===== src/rtl/debounce_bank_if.sv =====
// debounce_bank_if: raw pin levels in, debounced levels and edge events out.
interface debounce_bank_if #(parameter int N_CH = 4);
   logic [N_CH-1:0] i_d, o_q, o_rise, o_fall, o_busy;
   modport master (output i_d, input o_q, o_rise, o_fall, o_busy);
   modport slave (input i_d, output o_q, o_rise, o_fall, o_busy);
endinterface


===== src/rtl/debounce_bank.sv =====
// debounce_bank: per-channel 2-flop sync plus tick-qualified debounce FSM.
// Channels share one free-running prescaler; a change is accepted after STABLE_TICKS ticks.
module debounce_bank #(
   parameter int              N_CH         = 4,
   parameter logic [N_CH-1:0] DEFAULT_D    = '0,
   parameter int              TICK_CYCLES  = 300000,
   parameter int              STABLE_TICKS = 3
) (
   input  logic            clk,
   input  logic            rst_n,
   debounce_bank_if.slave  bus
);
   localparam int PW = TICK_CYCLES > 1 ? $clog2(TICK_CYCLES) : 1;
   localparam int CW = STABLE_TICKS > 1 ? $clog2(STABLE_TICKS) : 1;
   typedef enum logic {STABLE, QUAL} state_t;
   logic [N_CH-1:0] s1, s, q, q_nx, rise, rise_nx, fall, fall_nx, busy;
   logic [PW-1:0]   pcnt;
   logic            tick;
   state_t          st [N_CH];
   state_t          st_nx [N_CH];
   logic [CW-1:0]   cnt [N_CH];
   logic [CW-1:0]   cnt_nx [N_CH];
   assign tick = pcnt == PW'(TICK_CYCLES - 1);
   // A bounce-back is checked before the tick so a same-cycle tick is never counted.
   always_comb begin
      st_nx   = st;
      cnt_nx  = cnt;
      q_nx    = q;
      rise_nx = '0;
      fall_nx = '0;
      for (int i = 0; i < N_CH; i++) begin
         if (st[i] == STABLE) begin
            if (s[i] != q[i]) begin
               st_nx[i]  = QUAL;
               cnt_nx[i] = '0;
            end
         end else if (st[i] == QUAL) begin
            if (s[i] == q[i]) begin
               st_nx[i]  = STABLE;
               cnt_nx[i] = '0;
            end else if (tick) begin
               if (cnt[i] == CW'(STABLE_TICKS - 1)) begin
                  q_nx[i]    = s[i];
                  rise_nx[i] = s[i];
                  fall_nx[i] = ~s[i];
                  st_nx[i]   = STABLE;
                  cnt_nx[i]  = '0;
               end else begin
                  cnt_nx[i] = cnt[i] + 1'b1;
               end
            end
         end else begin
            st_nx[i]  = STABLE;
            cnt_nx[i] = '0;
         end
      end
   end
   always_comb begin
      busy = '0;
      for (int i = 0; i < N_CH; i++) busy[i] = st[i] == QUAL;
   end
   always_ff @(posedge clk or negedge rst_n) begin
      if (!rst_n) begin
         s1   <= DEFAULT_D;
         s    <= DEFAULT_D;
         pcnt <= '0;
         q    <= DEFAULT_D;
         rise <= '0;
         fall <= '0;
         for (int i = 0; i < N_CH; i++) begin
            st[i]  <= STABLE;
            cnt[i] <= '0;
         end
      end else begin
         s1   <= bus.i_d;
         s    <= s1;
         pcnt <= tick ? '0 : pcnt + 1'b1;
         q    <= q_nx;
         rise <= rise_nx;
         fall <= fall_nx;
         for (int i = 0; i < N_CH; i++) begin
            st[i]  <= st_nx[i];
            cnt[i] <= cnt_nx[i];
         end
      end
   end
   assign bus.o_q    = q;
   assign bus.o_rise = rise;
   assign bus.o_fall = fall;
   assign bus.o_busy = busy;
endmodule

===== src/flat_wrapper.sv =====
// flat-port wrapper written by rule: the top's interface ports become plain ports
module debounce_bank_flat 
#(
   parameter int              N_CH         = 4,
   parameter logic [N_CH-1:0] DEFAULT_D    = '0,
   parameter int              TICK_CYCLES  = 300000,
   parameter int              STABLE_TICKS = 3
)
  (clk, rst_n, bus_i_d, bus_o_q, bus_o_rise, bus_o_fall, bus_o_busy);
  debounce_bank_if #(.N_CH(N_CH)) bus_i ();
  input  logic clk;
  input  logic rst_n;
  input wire logic [$bits(bus_i.i_d)-1:0] bus_i_d;
  output wire logic [$bits(bus_i.o_q)-1:0] bus_o_q;
  output wire logic [$bits(bus_i.o_rise)-1:0] bus_o_rise;
  output wire logic [$bits(bus_i.o_fall)-1:0] bus_o_fall;
  output wire logic [$bits(bus_i.o_busy)-1:0] bus_o_busy;
  assign bus_i.i_d = bus_i_d;
  assign bus_o_q = bus_i.o_q;
  assign bus_o_rise = bus_i.o_rise;
  assign bus_o_fall = bus_i.o_fall;
  assign bus_o_busy = bus_i.o_busy;
  debounce_bank #(.N_CH(N_CH), .DEFAULT_D(DEFAULT_D), .TICK_CYCLES(TICK_CYCLES), .STABLE_TICKS(STABLE_TICKS)) u_core (.clk(clk), .rst_n(rst_n), .bus(bus_i));
endmodule

===== config.mk =====
export PLATFORM = sky130hd
export DESIGN_NAME = debounce_bank_flat
export DESIGN_NICKNAME = d
export VERILOG_FILES = /design/src/rtl/debounce_bank_if.sv /design/src/rtl/debounce_bank.sv /design/src/flat_wrapper.sv
export SDC_FILE = /design/constraint.sdc
export NUM_CORES = 1
export LEC_CHECK = 0
export ABC_CLOCK_PERIOD_IN_PS = 2150
export CORE_MARGIN = 2
export CORE_UTILIZATION = 56
export DETAILED_ROUTE_END_ITERATION = 16
export GPL_ROUTABILITY_DRIVEN = 0
export PLACE_DENSITY = 0.75
export SKIP_LAST_GASP = 1
export SYNTH_ARGS = -nofsm -noshare
export SYNTH_HDL_FRONTEND = slang
export SYNTH_SLANG_ARGS = --single-unit

===== constraint.sdc =====
create_clock -name clk -period 2.15 [get_ports clk]
set_input_delay 0.3225 -clock clk [delete_from_list [all_inputs] [get_ports clk]]
set_output_delay 0.3225 -clock clk [all_outputs]
set_load 0.02 [all_outputs]

-- After elaboration in Yosys (flattened, before gate mapping)
Index checks and enable logic that the tools add are counted.
- output and inout port bits: 16
- register bits: 51
- muxes and demuxes: 73
- reductions and logical operators: 12
- equality and inequality tests: 17
- add/subtract/negate cells: 5
- bitwise logic cells: 8
- operator list (cell ; count):
    $mux 1 ; 52
    $mux 2 ; 20
    $add 19x1->19 const B ; 1
    $eq 19x19->1 const B ; 1
    $mux 19 ; 1
    $reduce_and 4->1 ; 4
    $ne 3x2->1 const B ; 4
    $add 2x1->2 const B ; 4
    $eq 2x2->1 const B ; 4
    $not 1->1 ; 8
    $reduce_and 2->1 ; 4
    $reduce_bool 2->1 ; 4
    $eq 1x1->1 ; 4
    $ne 1x1->1 ; 4

-- Depth between registers and ports, before layout
Gate-level depths: netlist of the first run.
- depth after elaboration: 5
- mapped depth: 7
- mapped depth without buffers: 5

-- Worst setup path before layout of the first run
No wires, ideal clock.
- kind: flip-flop to flip-flop
- start: register u_core.pcnt[0]
- end: register u_core.q[0], in the netlist u_core.bus.o_q[0]
- data required time: 2.022 ns
- stages on the path, launching flop included: 7
- period minus slack after synthesis: 1.834 ns
- arrival time: 1.706 ns
- slack: 0.316 ns
- path buffers: 1
- cells stage by stage: dfrtp_1 > ha_1 > nand3_2 > or2_1 > buf_6 > nor4_4 > mux2_1
- cells in the longest elaborated chain, start to end: 2
- RTL lines (what ; RTL line ; RTL):
    start: declaration ; debounce_bank.sv:17 ; logic [PW-1:0] pcnt;
    start signal: assignment ; debounce_bank.sv:77 ; pcnt <= tick ? '0 : pcnt + 1'b1;
    $eq 19x19->1 ; debounce_bank.sv:23 ; assign tick = pcnt == PW'(TICK_CYCLES - 1);
    $reduce_and 4->1 (no source line) ; - ;
    end signal: assignment ; debounce_bank.sv:78 ; q <= q_nx;
    end: declaration ; debounce_bank.sv:16 ; logic [N_CH-1:0] s1, s, q, q_nx, rise, rise_nx, fall, fall_nx, busy;
No other way between the ends.
A chain may end at the register's enable or synchronous reset.

-- Final worst setup path of the first run
- start: register u_core.pcnt[11]
- end: register u_core.q[1], in the netlist u_core.bus.o_q[1]
The elaborated chain is that of the path after synthesis.

==> results of run 1 <==
-- how the worst max path moves through the flow --
stage / start / endpoint / slack [ns] / cells past startpoint
2_1_floorplan: u_core.pcnt[0]$_DFF_PN0_ / u_core.bus.o_q[0]$_DFFE_PN0P_ / 0.32 / 6
3_3_place_gp: u_core.pcnt[11]$_DFF_PN0_ / u_core.bus.o_q[3]$_DFFE_PN0P_ / 0.31 / 4
3_5_place_dp: u_core.pcnt[11]$_DFF_PN0_ / u_core.bus.o_q[2]$_DFFE_PN0P_ / 0.24 / 4
4_1_cts: u_core.pcnt[11]$_DFF_PN0_ / u_core.bus.o_q[2]$_DFFE_PN0P_ / 0.22 / 4
5_1_grt: u_core.pcnt[16]$_DFF_PN0_ / u_core.bus.o_q[1]$_DFFE_PN0P_ / 0.06 / 4
6_report: u_core.pcnt[11]$_DFF_PN0_ / u_core.bus.o_q[1]$_DFFE_PN0P_ / 0.20 / 4
-- placed cells by master, fill, tap and decap left out, drive strengths merged, types with 2 or more instances in the layout --
| cell | n |
|---|---|
| a2bb2oi | 2 |
| a31oi | 6 |
| and2 | 3 |
| and3 | 3 |
| and4 | 6 |
| and4b | 5 |
| buf | 5 |
| clkbuf | 5 |
| clkdlybuf4s50 | 20 |
| clkinv | 3 |
| dfrtp | 51 |
| inv | 3 |
| mux2 | 4 |
| mux2i | 2 |
| nand2 | 13 |
| nand3 | 11 |
| nand3b | 3 |
| nand4 | 8 |
| nor2 | 21 |
| nor2b | 10 |
| nor3 | 6 |
| nor3b | 6 |
| nor4 | 7 |
| nor4b | 2 |
| o21ai | 6 |
| xnor2 | 12 |
| xor2 | 8 |
-- metal layers --
| metal | routed length, um | share of wire | GRT usage |
|---|---|---|---|
| met5 | 0 | 0 | 0 |
| met4 | 78 | 0.017 | 0.1078 |
| met3 | 139 | 0.031 | 0.04708 |
| met2 | 2424 | 0.53 | 0.3858 |
| met1 | 1893 | 0.42 | 0.2657 |
-- flip-flops by register name, summed over array words and instances, names as in the netlist --
signal / flops
u_core.bus.o_fall: 4
u_core.cnt: 8
u_core.bus.o_busy: 4
u_core.bus.o_rise: 4
u_core.pcnt: 19
u_core.bus.o_q: 4
u_core.s: 4
u_core.s1: 4
-- stage by stage --
| step | hold slack, ns | cell area [um2] | worst slack [ns] | total power [mW] |
|---|---|---|---|---|
| floorplan | 0.02691 | 2356 | 0.3164 | 1.020 |
| global placement | 0.3269 | 2631 | 0.3106 | 1.060 |
| detailed placement | 0.3347 | 2631 | 0.2417 | 1.063 |
| CTS | 0.007678 | 2715 | 0.2182 | 1.587 |
| global route | 0.03059 | 2715 | 0.05780 | 1.642 |
| finish | -0.01212 | 2715 | 0.2011 | 1.578 |
-- area by class of cell --
class                      instances  area, um2
fill                             314       1314
clock buffer                       5      68.82
timing repair buffer              25      247.7
inverter                           3      11.26
multi-input combinational        150       1033
clock inverter                     3      15.01
sequential                        51       1276
tap                               50      62.56
-- where the power goes --
group | switching (mW) | total (mW) | internal [mW]
sequential | 0.0136 | 0.983 | 0.970
combinational | 0.0345 | 0.0595 | 0.0250
clock | 0.312 | 0.535 | 0.223
-- cell families after synthesis --
kind of cell             count (synthesis)
adder cells (fa/ha/maj)                  1
XOR/XNOR                                20
multiplexers                             6
AO/OA/AOI/OAI                           16
buffers and inverters                    9
flip-flops                              51
AND/OR/NAND/NOR                        107
==> impl_metrics.py, run 1 <==
metrics = {
    "synthesis": {
        "synth_ff_type": "dfrtp_1",
        "synth_edf_count": 0,
        "yosys-top-cells-count": "dfrtp_1 (51), nor2_1 (19), nand2_1 (13)",
        "synthMuxAreaShare": 0.02762,
        "synthArstFlopShare": 1.000,
        "synthesis.area_um2": 2356,
        "synthAdderAreaFrac": 0.005311,
        "yosys.area_share.simple": 0.2894,
        "yosysTopAreaCellShare": 0.5417,
        "synth-compound-area-share": 0.04195,
        "ys_types": 39,
        "yosysMostFrequentCell": "dfrtp_1",
        "synthTopCellsByArea": "dfrtp_1 (54%), xnor2_1 (4.5%), nor2_1 (3.0%)",
        "synth_seq_area_share": 0.5417,
        "synth_top_family_by_area": "simple AND/OR/NAND/NOR gates",
        "yosys.area.top_type": "dfrtp_1",
        "avgSynthCellArea_um2": 11.22,
        "synthesis.nets": 217,
        "ys_seq_elements": 51,
        "synth_warnings": 0,
        "synthCells": 210,
        "synth_xor_area_frac": 0.07435,
    },
    "cts": {
        "cts_tree": "yes",
        "root_buffer": "clkbuf_8",
        "cts_resized": 0,
        "cts_buffer_depth": 2,
        "clkTransAtPathRegs_ns": 0.10,
        "cts_sinks": 51,
        "hold_buffers": 0,
        "clk-insertion-delay-late_ns": 0.31,
        "cts_made_buffers": 5,
        "htree_num_levels": 2,
        "cts_setup_buffers": 0,
    },
    "worst_setup_path": {
        "cp-start-kind": "register",
        "end_kind": "register",
        "slowest_stage": "and3b_1",
        "required_ns": 2.34,
        "worstPathCellList": "nor4b_2 > and3b_1 > nand4_1 > mux2_2",
        "cpPeakStageDelay_ns": 0.52,
        "path_delay_family": "simple AND/OR/NAND/NOR gates",
        "cp.arrival_ns": 2.14,
        "regToRegSetupSlack_ns": 0.20,
        "worstSetupPathType": "register to register",
        "r2r_end": "u_core.bus.o_q[1]$_DFFE_PN0P_",
        "r2r_start": "u_core.pcnt[11]$_DFF_PN0_",
        "worst-r2r-cell-count": 4,
        "crit_buf_inv": 0,
        "worstPathMaxFanout": 11,
    },
    "floorplanning": {
        "fp.coreArea_um2": 4029,
        "num_io_pins": 22,
        "fp.dieH_um": 68.86,
        "std_cell_rows": 23,
        "dieArea_um2": 4742,
        "die_w_um": 68.86,
        "initial_utilization": 0.5848,
    },
    "drt": {
        "drt_iter0_drc": 51,
        "route.vias.total": 1707,
        "viasPerCell": 5.948,
        "wl_um": 4536,
        "routedWlPerCell_um": 15.80,
        "ant_nets": 0,
        "dr.pass1.iters": 4,
        "drc": 0,
    },
    "grt": {
        "grt_pass1_vias": 1719,
        "groute.usage.overall": 0.2238,
        "grt_max_degree": 30,
        "antenna_found_initial": 0,
        "grt_pass1_wl_um": 7776,
        "grt-ovfl-total": 0,
    },
    "timing": {
        "setup_viol": 0,
        "setup_tns_ns": 0,
        "tightest_slew_ns": 0.5470,
        "slew_violations": 0,
        "fin_skew_ns": 0.01100,
        "finalHoldViolations": 19,
        "fin_crit_sh": 0.9065,
        "whs_ns": -0.01212,
        "clock.fmax_mhz": 513.1,
        "relSlewSlack": 0.6353,
        "rsz0062_at_grt": "false",
        "period_minus_slack_ns": 1.949,
    },
    "final_layout": {
        "layout.nets": 243,
        "fin_util": 0.6739,
        "syn_to_final_growth_pct": 15.24,
        "fin_cells": 287,
        "diodes": 0,
        "drive_gt1_frac": 0.1097,
    },
    "power": {
        "powerDensity_nw_per_um2": 581.1,
        "leakage_nw": 1.208,
        "peakVddDrop_uv": 294.9,
    },
    "outcome": {
        "violations": "hold timing",
        "status": "finished with violations",
    },
    "placement": {
        "dp_cells": 279,
        "dp_hpwl_um": 3189,
        "numPortBuffers": 21,
    },
    "flow_run": {
        "max_cap_violations": 0,
    },
    "hold_path": {
        "hold_path.class": "primary input to async pin",
    },
}
No activity file was read; power rests on OpenSTA's default activity.
==> run 2, diff against run 1 <==
- ABC_CLOCK_PERIOD_IN_PS: 2150 -> default
==> results of run 2 <==
Final layout, timing and power as in run 1 (identical DEF).
==> variant: new RTL, settings of run 1 <==
`STABLE_TICKS` is set to 3 in 2 places; all go to 2.
--- a/src/rtl/debounce_bank.sv
+++ b/src/rtl/debounce_bank.sv
@@ -4,7 +4,7 @@
    parameter int              N_CH         = 4,
    parameter logic [N_CH-1:0] DEFAULT_D    = '0,
    parameter int              TICK_CYCLES  = 300000,
-   parameter int              STABLE_TICKS = 3
+   parameter int              STABLE_TICKS = 2
 ) (
    input  logic            clk,
    input  logic            rst_n,
--- a/src/flat_wrapper.sv
+++ b/src/flat_wrapper.sv
@@ -4,7 +4,7 @@
    parameter int              N_CH         = 4,
    parameter logic [N_CH-1:0] DEFAULT_D    = '0,
    parameter int              TICK_CYCLES  = 300000,
-   parameter int              STABLE_TICKS = 3
+   parameter int              STABLE_TICKS = 2
 )
   (clk, rst_n, bus_i_d, bus_o_q, bus_o_rise, bus_o_fall, bus_o_busy);
   debounce_bank_if #(.N_CH(N_CH)) bus_i ();
Check against the original RTL: same outputs for any inputs over 10 cycles, from zero or initial values and one cycle with rst_n low; that may be too few to reach the edited logic, so the function may still have changed.
==> variant against run 1 <==
Area after synthesis down 10%; sequential share of layout area up 0.21 points; critical path depth unchanged; via count down 15%; fmax up 4.4%; routed wire length down 16%; design area down 8.2%; sequential cell count down 4; global-route usage down 1.8 points; worst setup slack better by 0.081 ns; largest cell class unchanged; power down 8.0%.
==> variant: results (changes against run 1) <==
<table>
<tr><th>Metric</th><th>Value</th></tr>
<tr><th colspan="2">Hold path</th></tr>
<tr><td>Hold Path Class</td><td>reg2reg</td></tr>
<tr><th colspan="2">Drt</th></tr>
<tr><td>Final wirelength</td><td>3800 um (-16%)</td></tr>
<tr><td>DRT iter0 DRCs</td><td>62 (+22%)</td></tr>
<tr><td>Post-detailed-route via-to-cell ratio</td><td>5.75 (-3.3%)</td></tr>
<tr><th colspan="2">Power</th></tr>
<tr><td>Leakage power</td><td>1.12 nW (-7.3%)</td></tr>
<tr><td>Worst-case vdd ir drop</td><td>453 uV (+54%)</td></tr>
<tr><td>Share of total power consumed by net switching</td><td>21.6% (-1.2 points)</td></tr>
<tr><td>Clock-net power</td><td>0.000496 W (-7.3%)</td></tr>
<tr><th colspan="2">Logic synthesis</th></tr>
<tr><td>Synthesized instance count</td><td>172 (-18%)</td></tr>
<tr><td>Synthesized-area fraction occupied by xor and xnor cells</td><td>7.46% (+0.030 points)</td></tr>
<tr><td>Compound-cell area share of the yosys netlist</td><td>3.97% (-0.23 points)</td></tr>
<tr><td>Synth top cells by count</td><td>dfrtp_1 (47), nand2_1 (17), nor2_1 (17)</td></tr>
<tr><td>Post-synthesis sequential area ratio</td><td>55.7% (+1.5 points)</td></tr>
<tr><td>Post-synthesis share of cell area spent on full adders, half adders and majority gates</td><td>0.592% (+0.061 points)</td></tr>
<tr><th colspan="2">STA</th></tr>
<tr><td>Smallest hold slack</td><td>0.356 ns (+0.368 ns)</td></tr>
<tr><td>Worst-case headroom to the max-slew limit</td><td>70.0% (+6.4 points)</td></tr>
<tr><th colspan="2">Cells and area</th></tr>
<tr><td>Share of final-layout standard cells stronger than drive strength 1</td><td>13.8% (+2.8 points)</td></tr>
<tr><td>Net count of the finished layout</td><td>210 (-14%)</td></tr>
<tr><th colspan="2">GRT</th></tr>
<tr><td>Global-route wire length before repair</td><td>6670 um (-14%)</td></tr>
<tr><td>Total routing usage reported by global routing</td><td>20.6% (-1.8 points)</td></tr>
<tr><td>Number of global-route vias before repair</td><td>1443 (-16%)</td></tr>
<tr><td>Pin count of the biggest net entering global routing</td><td>28 (-6.7%)</td></tr>
<tr><th colspan="2">Clock tree</th></tr>
<tr><td>Count of hold buffers inserted by post-cts repair</td><td>1 (+1)</td></tr>
<tr><th colspan="2">Outcome</th></tr>
<tr><td>Outcome</td><td>finished clean</td></tr>
<tr><th colspan="2">Place</th></tr>
<tr><td>DP Cell Count</td><td>243 (-13%)</td></tr>
<tr><td>Half-perimeter wire length after placement</td><td>2800 um (-12%)</td></tr>
<tr><td>Cell area after placement</td><td>2400 sq um (-8.8%)</td></tr>
</table>
## variant: cell types whose count changed after synthesis, moves of 5 or more
cell            run 1  this run
a31oi_1             6         1
nor2b_1            10         0
nor3b_1             6         0
nor4b_1             0         8
o21ai_0             6         0
## variant: layout make-up
type	count	area [sq um]
inverter	5	18.8
tap	48	60.1
sequential	47	1180
timing repair buffer	26	245
multi-input combinational	118	908
clock inverter	2	13.8
clock buffer	5	68.8
fill	281	1140
## variant: critical path, stage by stage, from the launching register on
cell and delay, ns:
dfrtp_1 0.47, nor4b_4 0.36, nand4_4 0.29, nor3_2 0.29, mux2_1 0.34
## variant: metal layers
| layer | up-vias | global-route usage, % | wire [um] |
|---|---|---|---|
| li1 | 681 | - | - |
| met1 | 740 | 26.1 | 1660 |
| met2 | 20 | 35.3 | 2000 |
| met3 | 2 | 4.62 | 109 |
| met4 | 0 | 6.25 | 29 |
| met5 | - | 0 | 0 |
